`config.mk`:
```
export PLATFORM = sky130hd
export DESIGN_NAME = mips_cpu_bus_core
export DESIGN_NICKNAME = d
export VERILOG_FILES = /design/src/rtl/mips_pkg.sv /design/src/rtl/mips_cpu_bus_core_alu.sv /design/src/rtl/mips_cpu_bus_core.sv
export SDC_FILE = /design/constraint.sdc
export NUM_CORES = 2
export LEC_CHECK = 0
export CAP_MARGIN = 20
export CORE_ASPECT_RATIO = 0.8
export CORE_MARGIN = 2
export CORE_UTILIZATION = 30
export DETAILED_ROUTE_END_ITERATION = 16
export HOLD_SLACK_MARGIN = 0.1
export PLACE_DENSITY = 0.5
export SYNTH_ARGS = -nofsm -noshare
export SYNTH_HDL_FRONTEND = slang
export SYNTH_SLANG_ARGS = --single-unit
```
`constraint.sdc`:
```
create_clock -name clk -period 8.7 [get_ports clk]
set_clock_uncertainty 0.1 [all_clocks]
set_input_delay 2.61 -clock clk [delete_from_list [all_inputs] [get_ports clk]]
set_output_delay 2.61 -clock clk [all_outputs]
set_load 0.03 [all_outputs]
```
`src/rtl/mips_pkg.sv`:
```
// mips_pkg: shared opcodes, function codes, FSM states and ALU operations for the bus CPU.
package mips_pkg;

    localparam logic [31:0] RESET_VECTOR_DEFAULT = 32'hBFC0_0000;

    localparam logic [5:0] OP_SPECIAL = 6'h00;
    localparam logic [5:0] OP_J       = 6'h02;
    localparam logic [5:0] OP_JAL     = 6'h03;
    localparam logic [5:0] OP_BEQ     = 6'h04;
    localparam logic [5:0] OP_BNE     = 6'h05;
    localparam logic [5:0] OP_ADDIU   = 6'h09;
    localparam logic [5:0] OP_SLTI    = 6'h0A;
    localparam logic [5:0] OP_SLTIU   = 6'h0B;
    localparam logic [5:0] OP_ANDI    = 6'h0C;
    localparam logic [5:0] OP_ORI     = 6'h0D;
    localparam logic [5:0] OP_XORI    = 6'h0E;
    localparam logic [5:0] OP_LUI     = 6'h0F;
    localparam logic [5:0] OP_LW      = 6'h23;
    localparam logic [5:0] OP_SW      = 6'h2B;

    localparam logic [5:0] FN_SLL  = 6'h00;
    localparam logic [5:0] FN_SRL  = 6'h02;
    localparam logic [5:0] FN_SRA  = 6'h03;
    localparam logic [5:0] FN_JR   = 6'h08;
    localparam logic [5:0] FN_JALR = 6'h09;
    localparam logic [5:0] FN_ADDU = 6'h21;
    localparam logic [5:0] FN_SUBU = 6'h23;
    localparam logic [5:0] FN_AND  = 6'h24;
    localparam logic [5:0] FN_OR   = 6'h25;
    localparam logic [5:0] FN_XOR  = 6'h26;
    localparam logic [5:0] FN_NOR  = 6'h27;
    localparam logic [5:0] FN_SLT  = 6'h2A;
    localparam logic [5:0] FN_SLTU = 6'h2B;

    typedef enum logic [2:0] {
        S_FETCH, S_DECODE, S_EXEC, S_MEM_RD, S_LOAD_WB, S_MEM_WR, S_HALTED
    } state_t;

    typedef enum logic [3:0] {
        ALU_ADD, ALU_SUB, ALU_AND, ALU_OR, ALU_XOR, ALU_NOR,
        ALU_SLT, ALU_SLTU, ALU_SLL, ALU_SRL, ALU_SRA, ALU_LUI
    } alu_op_t;

endpackage

```
`src/rtl/mips_cpu_bus_core_alu.sv`:
```
// mips_alu: combinational 32-bit ALU; shifts act on b by shamt, LUI places b's low half on top.
module mips_alu
    import mips_pkg::*;
(
    input  logic [31:0] i_a,
    input  logic [31:0] i_b,
    input  logic [4:0]  i_shamt,
    input  alu_op_t     i_op,
    output logic [31:0] o_result,
    output logic        o_zero
);

    // result select per operation, all arithmetic modulo 2^32
    always_comb begin
        case (i_op)
            ALU_SUB:  o_result = i_a - i_b;
            ALU_AND:  o_result = i_a & i_b;
            ALU_OR:   o_result = i_a | i_b;
            ALU_XOR:  o_result = i_a ^ i_b;
            ALU_NOR:  o_result = ~(i_a | i_b);
            ALU_SLT:  o_result = {31'd0, $signed(i_a) < $signed(i_b)};
            ALU_SLTU: o_result = {31'd0, i_a < i_b};
            ALU_SLL:  o_result = i_b << i_shamt;
            ALU_SRL:  o_result = i_b >> i_shamt;
            ALU_SRA:  o_result = $unsigned($signed(i_b) >>> i_shamt);
            ALU_LUI:  o_result = {i_b[15:0], 16'h0000};
            default:  o_result = i_a + i_b;
        endcase
    end

    assign o_zero = (o_result == 32'd0);

endmodule

```
`src/rtl/mips_cpu_bus_core.sv`:
```
// mips_cpu_bus_core: multi-cycle MIPS-I subset CPU with one delay slot, mastering an Avalon-MM bus.
module mips_cpu_bus_core
    import mips_pkg::*;
#(
    parameter logic [31:0] RESET_VECTOR = RESET_VECTOR_DEFAULT
) (
    input  logic        clk,
    input  logic        reset,
    output logic        active,
    output logic [31:0] register_v0,
    output logic [31:0] address,
    output logic        write,
    output logic        read,
    input  logic        waitrequest,
    output logic [31:0] writedata,
    output logic [3:0]  byteenable,
    input  logic [31:0] readdata
);

    state_t      r_state;
    logic [31:0] r_pc, r_target, r_ir, r_address, r_writedata;
    logic        r_read, r_write, r_pending;
    logic [31:0] r_gpr [32];

    logic [5:0]  w_op, w_funct;
    logic [4:0]  w_rs, w_rt, w_rd, w_wb_idx, w_rf_wa;
    logic [31:0] w_simm, w_zimm, w_rs_val, w_rt_val, w_pc4, w_alu_b, w_alu_result;
    logic [31:0] w_jtarget, w_pc_next, w_rf_wd;
    alu_op_t     w_alu_op;
    logic        w_alu_zero, w_wb_en, w_link, w_jump, w_beq, w_bne, w_taken;
    logic        w_is_lw, w_is_sw, w_done, w_rf_we;

    assign w_op     = r_ir[31:26];
    assign w_funct  = r_ir[5:0];
    assign w_rs     = r_ir[25:21];
    assign w_rt     = r_ir[20:16];
    assign w_rd     = r_ir[15:11];
    assign w_simm   = {{16{r_ir[15]}}, r_ir[15:0]};
    assign w_zimm   = {16'h0000, r_ir[15:0]};
    assign w_rs_val = r_gpr[w_rs];
    assign w_rt_val = r_gpr[w_rt];
    assign w_pc4    = r_pc + 32'd4;
    assign w_is_lw  = (w_op == OP_LW);
    assign w_is_sw  = (w_op == OP_SW);

    // instruction decode: ALU operation, operand b, write-back target and control transfer
    always_comb begin
        w_alu_op  = ALU_ADD;
        w_alu_b   = w_simm;
        w_wb_en   = 1'b0;
        w_wb_idx  = w_rt;
        w_link    = 1'b0;
        w_jump    = 1'b0;
        w_beq     = 1'b0;
        w_bne     = 1'b0;
        w_jtarget = w_pc4 + {w_simm[29:0], 2'b00};
        case (w_op)
            OP_SPECIAL: begin
                w_alu_b  = w_rt_val;
                w_wb_idx = w_rd;
                w_wb_en  = 1'b1;
                case (w_funct)
                    FN_ADDU: w_alu_op = ALU_ADD;
                    FN_SUBU: w_alu_op = ALU_SUB;
                    FN_AND:  w_alu_op = ALU_AND;
                    FN_OR:   w_alu_op = ALU_OR;
                    FN_XOR:  w_alu_op = ALU_XOR;
                    FN_NOR:  w_alu_op = ALU_NOR;
                    FN_SLT:  w_alu_op = ALU_SLT;
                    FN_SLTU: w_alu_op = ALU_SLTU;
                    FN_SLL:  w_alu_op = ALU_SLL;
                    FN_SRL:  w_alu_op = ALU_SRL;
                    FN_SRA:  w_alu_op = ALU_SRA;
                    FN_JR: begin
                        w_wb_en   = 1'b0;
                        w_jump    = 1'b1;
                        w_jtarget = w_rs_val;
                    end
                    FN_JALR: begin
                        w_link    = 1'b1;
                        w_jump    = 1'b1;
                        w_jtarget = w_rs_val;
                    end
                    default: w_wb_en = 1'b0;
                endcase
            end
            OP_J: begin
                w_jump    = 1'b1;
                w_jtarget = {w_pc4[31:28], r_ir[25:0], 2'b00};
            end
            OP_JAL: begin
                w_jump    = 1'b1;
                w_jtarget = {w_pc4[31:28], r_ir[25:0], 2'b00};
                w_link    = 1'b1;
                w_wb_en   = 1'b1;
                w_wb_idx  = 5'd31;
            end
            OP_BEQ: begin
                w_beq    = 1'b1;
                w_alu_op = ALU_SUB;
                w_alu_b  = w_rt_val;
            end
            OP_BNE: begin
                w_bne    = 1'b1;
                w_alu_op = ALU_SUB;
                w_alu_b  = w_rt_val;
            end
            OP_ADDIU: w_wb_en = 1'b1;
            OP_SLTI: begin
                w_alu_op = ALU_SLT;
                w_wb_en  = 1'b1;
            end
            OP_SLTIU: begin
                w_alu_op = ALU_SLTU;
                w_wb_en  = 1'b1;
            end
            OP_ANDI: begin
                w_alu_op = ALU_AND;
                w_alu_b  = w_zimm;
                w_wb_en  = 1'b1;
            end
            OP_ORI: begin
                w_alu_op = ALU_OR;
                w_alu_b  = w_zimm;
                w_wb_en  = 1'b1;
            end
            OP_XORI: begin
                w_alu_op = ALU_XOR;
                w_alu_b  = w_zimm;
                w_wb_en  = 1'b1;
            end
            OP_LUI: begin
                w_alu_op = ALU_LUI;
                w_alu_b  = w_zimm;
                w_wb_en  = 1'b1;
            end
            default: ;
        endcase
    end

    mips_alu u_alu (
        .i_a      (w_rs_val),
        .i_b      (w_alu_b),
        .i_shamt  (r_ir[10:6]),
        .i_op     (w_alu_op),
        .o_result (w_alu_result),
        .o_zero   (w_alu_zero)
    );

    assign w_taken   = w_jump | (w_beq & w_alu_zero) | (w_bne & ~w_alu_zero);
    assign w_done    = (r_state == S_EXEC && !w_is_lw && !w_is_sw) || r_state == S_LOAD_WB
                       || (r_state == S_MEM_WR && !waitrequest);
    assign w_pc_next = r_pending ? r_target : w_pc4;
    assign w_rf_we   = (r_state == S_EXEC && w_wb_en) || r_state == S_LOAD_WB;
    assign w_rf_wa   = (r_state == S_LOAD_WB) ? w_rt : w_wb_idx;
    assign w_rf_wd   = (r_state == S_LOAD_WB) ? readdata : w_link ? r_pc + 32'd8 : w_alu_result;

    // control FSM and bus request registers; the request stays registered so it holds under waitrequest
    always_ff @(posedge clk or negedge reset) begin
        if (!reset) begin
            r_state     <= S_FETCH;
            r_pc        <= RESET_VECTOR;
            r_target    <= 32'd0;
            r_pending   <= 1'b0;
            r_ir        <= 32'd0;
            r_address   <= 32'd0;
            r_writedata <= 32'd0;
            r_read      <= 1'b0;
            r_write     <= 1'b0;
        end else begin
            case (r_state)
                S_FETCH: begin
                    if (!r_read) begin
                        r_read    <= 1'b1;
                        r_address <= r_pc;
                    end else if (!waitrequest) begin
                        r_read  <= 1'b0;
                        r_state <= S_DECODE;
                    end
                end
                S_DECODE: begin
                    r_ir    <= readdata;
                    r_state <= S_EXEC;
                end
                S_EXEC: begin
                    if (w_is_lw) begin
                        r_read    <= 1'b1;
                        r_address <= {w_alu_result[31:2], 2'b00};
                        r_state   <= S_MEM_RD;
                    end else if (w_is_sw) begin
                        r_write     <= 1'b1;
                        r_address   <= {w_alu_result[31:2], 2'b00};
                        r_writedata <= w_rt_val;
                        r_state     <= S_MEM_WR;
                    end
                end
                S_MEM_RD: begin
                    if (!waitrequest) begin
                        r_read  <= 1'b0;
                        r_state <= S_LOAD_WB;
                    end
                end
                S_MEM_WR: if (!waitrequest) r_write <= 1'b0;
                default: ;
            endcase
            if (w_done) begin
                r_pc      <= w_pc_next;
                r_target  <= w_jtarget;
                r_pending <= (r_state == S_EXEC) && w_taken;
                r_state   <= (w_pc_next == 32'd0) ? S_HALTED : S_FETCH;
            end
        end
    end

    // register file; $0 is never written so it always reads zero
    always_ff @(posedge clk or negedge reset) begin
        if (!reset) begin
            for (int i = 0; i < 32; i++) r_gpr[i] <= 32'd0;
        end else if (w_rf_we && w_rf_wa != 5'd0) begin
            r_gpr[w_rf_wa] <= w_rf_wd;
        end
    end

    assign active      = (r_state != S_HALTED);
    assign register_v0 = r_gpr[2];
    assign address     = r_address;
    assign read        = r_read;
    assign write       = r_write;
    assign writedata   = r_writedata;
    assign byteenable  = 4'b1111;

endmodule

```
**After elaboration in Yosys (flattened, before gate mapping)**

Index checks and enable logic that the tools add are counted.

- Bits in registers: 1,190
- Bits in latches: 0
- Bits in writable memories: 0
- ROM bits: 0
- Bits of input ports: 35
- Output and inout bits: 103
- Logic and storage cells: 204
- Memories: 0

- Add/sub/neg operators: 5
- Multiply operators: 0
- Div/mod/pow operators: 0
- Magnitude comparators: 6
- Equal/unequal tests: 53
- Shift operators: 3
- Muxes and demuxes: 48
- Bitwise gates (word level): 13
- Reduce and logical (&&, ||, !) cells: 35

Operators with widths:

| kind | count |
|---|---|
| $bwmux 1024 | 1 |
| $mux 32 | 12 |
| $pmux 32 s11 | 1 |
| $bmux 32 s5 | 2 |
| $pmux 32 s2 | 3 |
| $demux 32 s5 | 1 |
| $add 32x32->32 | 2 |
| $logic_not 32->1 | 2 |
| $lt 32x32->1 | 2 |
| $eq 6x6->1 const B | 10 |
| $eq 6x4->1 const B | 9 |
| $pmux 4 s10 | 1 |
| $add 32x3->32 const B | 1 |
| $add 32x4->32 const B | 1 |
| $and 32x32->32 | 1 |
| $not 32->32 | 1 |
| $or 32x32->32 | 1 |
| $pmux 4 s8 | 1 |
| $shl 32x5->32 | 1 |
| $shr 32x5->32 | 1 |
| $sshr 32x5->32 | 1 |
| $sub 32x32->32 | 1 |
| $xor 32x32->32 | 1 |
| $eq 6x2->1 const B | 4 |
| 40 further kinds | 102 |

**Logic depth before layout (Yosys ltp)**

- Word-level depth: 13
- Depth in mapped cells: 33
- Gate-level depth less buffers: 27

**Hierarchy**

From an unflattened synthesis, not the netlist that was laid out.

- Cell total of the unflattened synthesis: 7,293
- Area, all modules: 74,136.1 µm²

By module, submodules not included:

| module | instances | cells an instance | area each (µm²) | sequential area each (µm²) |
|---|---|---|---|---|
| mips_cpu_bus_core | 1 | 5,794 | 63,440.8 | 29,789.8 |
| mips_alu | 1 | 1,499 | 10,695.3 | 0.0 |

**Least setup slack after synthesis**

Ideal clock, no wire load.

- Kind: register to register
- Start: register r_ir[21]
- End: register r_pending
- Arrival: 6.799 ns
- Required time: 8.490 ns
- Setup slack: 1.691 ns
- Cell stages (with the launch flop): 27
- Buffers on the path: 3
- Cells stage by stage: dfrtp_1 -> clkbuf_1 -> buf_1 -> buf_1 -> mux4_2 -> mux4_2 -> mux2i_1 -> inv_1 -> ha_1 -> a211o_1 -> a211o_1 -> a311oi_1 -> nor4b_1 -> a211oi_1 -> nor3_1 -> o21ai_0 -> nand2b_1 -> a221o_1 -> o21ai_0 -> and4b_1 -> and4_1 -> and4b_1 -> nand4bb_1 -> nor4bb_1 -> nand4_1 -> xnor2_1 -> o41ai_1

- Cells in the longest elaborated chain, start to end: 12
- Elaborated cells between the ends (all ways): 20
- Those cells by class: 2 x add/sub; 2 x order compare; 4 x mux; 10 x bitwise; 2 x reduce/logical

RTL lines:

| what | line | source |
|---|---|---|
| from (decl) | mips_cpu_bus_core.sv:21 | `logic [31:0] r_pc, r_target, r_ir, r_address, r_writedata;` |
| from (signal assigned) | mips_cpu_bus_core.sv:182 | `r_ir <= readdata;` |
| $not 5->6 (implied by the code) (*) | mips_cpu_bus_core.sv:40 | `assign w_rs_val = r_gpr[w_rs];` |
| $bmux 32 s5 (*) | mips_cpu_bus_core.sv:40 |  |
| $mux 32 (implied by the code) (*) (2 in series) | mips_cpu_bus_core.sv:40 |  |
| parallel branches: the longest is 2 deep, another holds $add 32x32->32 | n/a |  |
| $pmux 32 s11 (*) | mips_cpu_bus_core_alu.sv:15 | `case (i_op)` |
| $logic_not 32->1 (*) | mips_cpu_bus_core_alu.sv:31 | `assign o_zero = (o_result == 32'd0);` |
| $and 1x1->1 or $not 1->1 (tied branches) | mips_cpu_bus_core.sv:150 | `assign w_taken = w_jump \| (w_beq & w_alu_zero) \| (w_bne & ~w_alu_zero);` |
| $or 1x1->1 or $and 1x1->1 (tied branches) | mips_cpu_bus_core.sv:150 |  |
| $or 1x1->1 (*) | mips_cpu_bus_core.sv:150 |  |
| $logic_and 1x1->1 (*) | mips_cpu_bus_core.sv:209 | `r_pending <= (r_state == S_EXEC) && w_taken;` |
| to (signal assigned) | mips_cpu_bus_core.sv:209 |  |
| to (decl) | mips_cpu_bus_core.sv:22 | `logic r_read, r_write, r_pending;` |

Mark *: on every way between the ends. The select of a mux whose other input is x is not followed.
A chain may end at the register's enable or synchronous reset.

**Worst setup path in the final report**

Ends and elaborated chain as after synthesis.

==> flow_metrics.py <==
metrics = {
    "status": {
        "outcome": "finished clean",
    },
    "sta": {
        "setup_violations": 0,
        "fmaxAchievable_mhz": 118.3,
        "layout_worst_path_cycle_share": 0.9719,
        "timing_hold_violations_final": 0,
        "fin_tns_setup_ns": 0,
        "report.final.slew_viol_count": 0,
        "timing.final.crit_period_ns": 8.455,
        "max_slew.worst_pin.slew_ns": 1.299,
        "maxSlewHeadroom": 0.1266,
        "grt_setup_unrepaired": "no",
    },
    "placement": {
        "detailed_place.area_sq_um": 78770,
        "portBuffers": 133,
        "hpwl_mm": 240.8,
        "gp_routability_congestion": 1.017,
    },
    "setup_path": {
        "worst-endpoint-arrival_ns": 9.01,
        "critical_path_class": "reg -> reg",
        "timing.critical_path.max_delay_family": "compound AO/OA/AOI/OAI gates",
        "cp.buffers_inverters": 5,
        "worst_setup_path_end_kind": "register",
        "setup.worst_path.start_class": "register",
        "required_ns": 9.25,
        "critPathMaxFanout": 42,
        "worst_path_most_repeated_cell": "sky130_fd_sc_hd__buf_4",
        "timing.critical_path.slowest_stage_cell": "sky130_fd_sc_hd__a211oi_1",
        "max_stage_delay_ns": 0.82,
        "crit_chain": "buf_4, buf_4, mux4_2, mux4_2, mux2i_1, inv_1, ha_1, nor4b_1, a21oi_1, nor4_1, buf_4, a21oi_1, o211ai_1, a211oi_1, o22a_1, inv_1, nor4bb_1, nand4_1, xnor2_1, o41ai_1",
    },
    "logic_synthesis": {
        "synth_async_reset_ratio": 1.000,
        "syn-cell-area_sq_um": 72900,
        "number_of_distinct_standard_cells_referenced_by_the_synthesized_netlist": 102,
        "synth_top_family_by_area": "multiplexers",
        "yosys.area_share.xor_xnor": 0.01261,
        "syn_avg_cell_area_sq_um": 9.458,
        "synth_enable_flop_cells": 0,
        "synthesis.instances": 7708,
        "muxShareOfSynthArea": 0.1922,
        "total_of_warnings_raised_by_yosys": 0,
        "synth.ff_latch_count": 1190,
        "synth_adder_area_share": 0.02276,
        "yosys.area_share.simple": 0.1282,
        "synth_compound_area_frac": 0.1836,
        "synthFlopType": "sky130_fd_sc_hd__dfrtp_1",
        "synth_sequential_area_ratio": 0.4086,
    },
    "cts": {
        "cts-root-to-sink-buffers": 4,
        "clock_tree.htree_level_count": 4,
        "cts_hold_buf": 0,
        "cts_root_buf": "sky130_fd_sc_hd__clkbuf_16",
        "cts_inserted_buffers": 139,
        "tritoncts": "yes",
        "cts_repair_resize_count": 0,
        "postCtsSetupBuffers": 0,
        "skew_pair_late_insertion_delay_ns": 0.84,
        "clkTransAtPathRegs_ns": 0.06,
        "clock_sinks": 1190,
    },
    "global_route": {
        "pin_count_of_the_biggest_net_entering_global_routing": 165,
        "first_global_vias": 61920,
        "grt_pass1_wl_mm": 490.3,
        "antenna_found_initial": 14,
        "gr-total-overflow": 0,
        "global_route.usage.total": 0.2760,
    },
    "detailed_routing": {
        "drtIter0Drc": 8265,
        "route.detailed.wl_per_inst_microns": 31.90,
        "drcViolationCount": 0,
        "first_pass_detailed_route_iteration_total": 6,
        "detail_route.wirelength_mm": 347.7,
        "antenna_violating_nets_left": 0,
        "via_per_inst": 5.910,
        "vias": 64410,
    },
    "floorplanning": {
        "floorplan.initialDensity": 0.3023,
        "die_h_microns": 444.9,
        "dieArea_sq_um": 247000,
        "core_sq_um": 241100,
        "fp-row-count": 161,
        "io_pins": 138,
        "die_width_microns": 555.1,
    },
    "finish": {
        "nFillCells": 24400,
        "layout_commonest_cell": "sky130_fd_sc_hd__nand2_1",
        "area_delta_synth_final_pct": 14.41,
        "drive_above_1_share": 0.1514,
        "nets": 7780,
        "post_route_cell_area_sq_um": 83410,
        "mostFrequentLayoutCells": "sky130_fd_sc_hd__nand2_1 (1,355), sky130_fd_sc_hd__dfrtp_1 (1,169), sky130_fd_sc_hd__o21ai_0 (1,165)",
    },
    "hold_path": {
        "hold_path_class": "reg -> reg",
    },
    "run": {
        "max-cap-violations": 0,
    },
}
## metal layers
| metal | track usage | vias to the layer above | part of all wire |
|---|---|---|---|
| met5 | 0 | - | 0.000037 |
| li1 | - | 27740 | - |
| met4 | 0.1023 | 2 | 0.042 |
| met1 | 0.4064 | 32900 | 0.45 |
| met2 | 0.3918 | 3191 | 0.41 |
| met3 | 0.06029 | 577 | 0.091 |
## Yosys cell counts (58+ instances only)
| cell | count | share of area |
|---|---|---|
| sky130_fd_sc_hd__nand3_1 | 117 | 0.0080 |
| sky130_fd_sc_hd__a211oi_1 | 68 | 0.0070 |
| sky130_fd_sc_hd__inv_1 | 125 | 0.0064 |
| sky130_fd_sc_hd__buf_2 | 58 | 0.0040 |
| sky130_fd_sc_hd__nor2_1 | 389 | 0.020 |
| sky130_fd_sc_hd__clkbuf_1 | 561 | 0.029 |
| sky130_fd_sc_hd__a21oi_1 | 289 | 0.020 |
| sky130_fd_sc_hd__dfrtp_1 | 1181 | 0.41 |
| sky130_fd_sc_hd__nor3_1 | 61 | 0.0042 |
| sky130_fd_sc_hd__nand2_1 | 1386 | 0.071 |
| sky130_fd_sc_hd__a22oi_1 | 181 | 0.019 |
| sky130_fd_sc_hd__mux2i_1 | 553 | 0.076 |
| sky130_fd_sc_hd__xnor2_1 | 84 | 0.010 |
| sky130_fd_sc_hd__a221oi_1 | 59 | 0.0071 |
| sky130_fd_sc_hd__o21ai_0 | 1167 | 0.080 |
| sky130_fd_sc_hd__ha_1 | 127 | 0.022 |
| sky130_fd_sc_hd__mux4_2 | 357 | 0.11 |
| sky130_fd_sc_hd__buf_4 | 64 | 0.0066 |
| sky130_fd_sc_hd__o22ai_1 | 114 | 0.0098 |
## area by class of cell
| cell class | count | area, sq um | share of cell area |
|---|---|---|---|
| clock buffers | 194 | 4031 | 0.04833 |
| clock inverters | 49 | 585.6 | 0.007020 |
| flip-flops and latches | 1190 | 29820 | 0.3575 |
| well taps | 3178 | 3976 | 0.04767 |
| repair buffers | 521 | 4604 | 0.05520 |
| multi-input cells | 5634 | 39900 | 0.4784 |
| inverters | 129 | 484.2 | 0.005805 |
| diodes | 3 | 7.507 | 0.00009001 |
## sequential cells by signal (all words and copies together) (netlist names)
register     flops
r_target        32
register_v0     32
read             1
r_gpr          992
address         32
r_pending        1
writedata       32
r_state          3
write            1
r_ir            32
r_pc            32
## kinds of logic after synthesis
family | Yosys count
AO/OA/AOI/OAI | 2241
AND/OR/NAND/NOR | 2204
flip-flops | 1190
multiplexers | 949
buffers and inverters | 887
adder cells (fa/ha/maj) | 131
XOR/XNOR | 105
other | 1
## per-stage QoR
step	hold WS [ns]	worst slack, ns	utilization	std cells
6_report	0.3003	0.2448	0.3459	10900
5_1_grt	0.3132	0.04893	0.3459	10900
4_1_cts	0.2991	0.3995	0.3458	10890
3_5_place_dp	0.2848	0.4830	0.3267	10650
3_3_place_gp	0.2806	0.3571	0.3266	10650
2_1_floorplan	0.3413	1.691	-	7711
## path summary, 6_finish.rpt
kind                             start           to  slack, ns  depth (start not counted)
max                           r_ir[21]    r_pending       0.24                         20
max in group asynchronous        reset    r_gpr[79]       5.00                          3
min in group asynchronous        reset   r_gpr[794]       1.62                          1
max reg2reg                   r_ir[21]    r_pending       0.24                         20
min reg2reg                r_gpr[1005]  r_gpr[1005]       0.30                          0
min                        r_gpr[1005]  r_gpr[1005]       0.30                          0
Power is left out: the tool's default activity adds up to more than one toggle a clock period on the data nets, which glitch-free logic cannot reach.
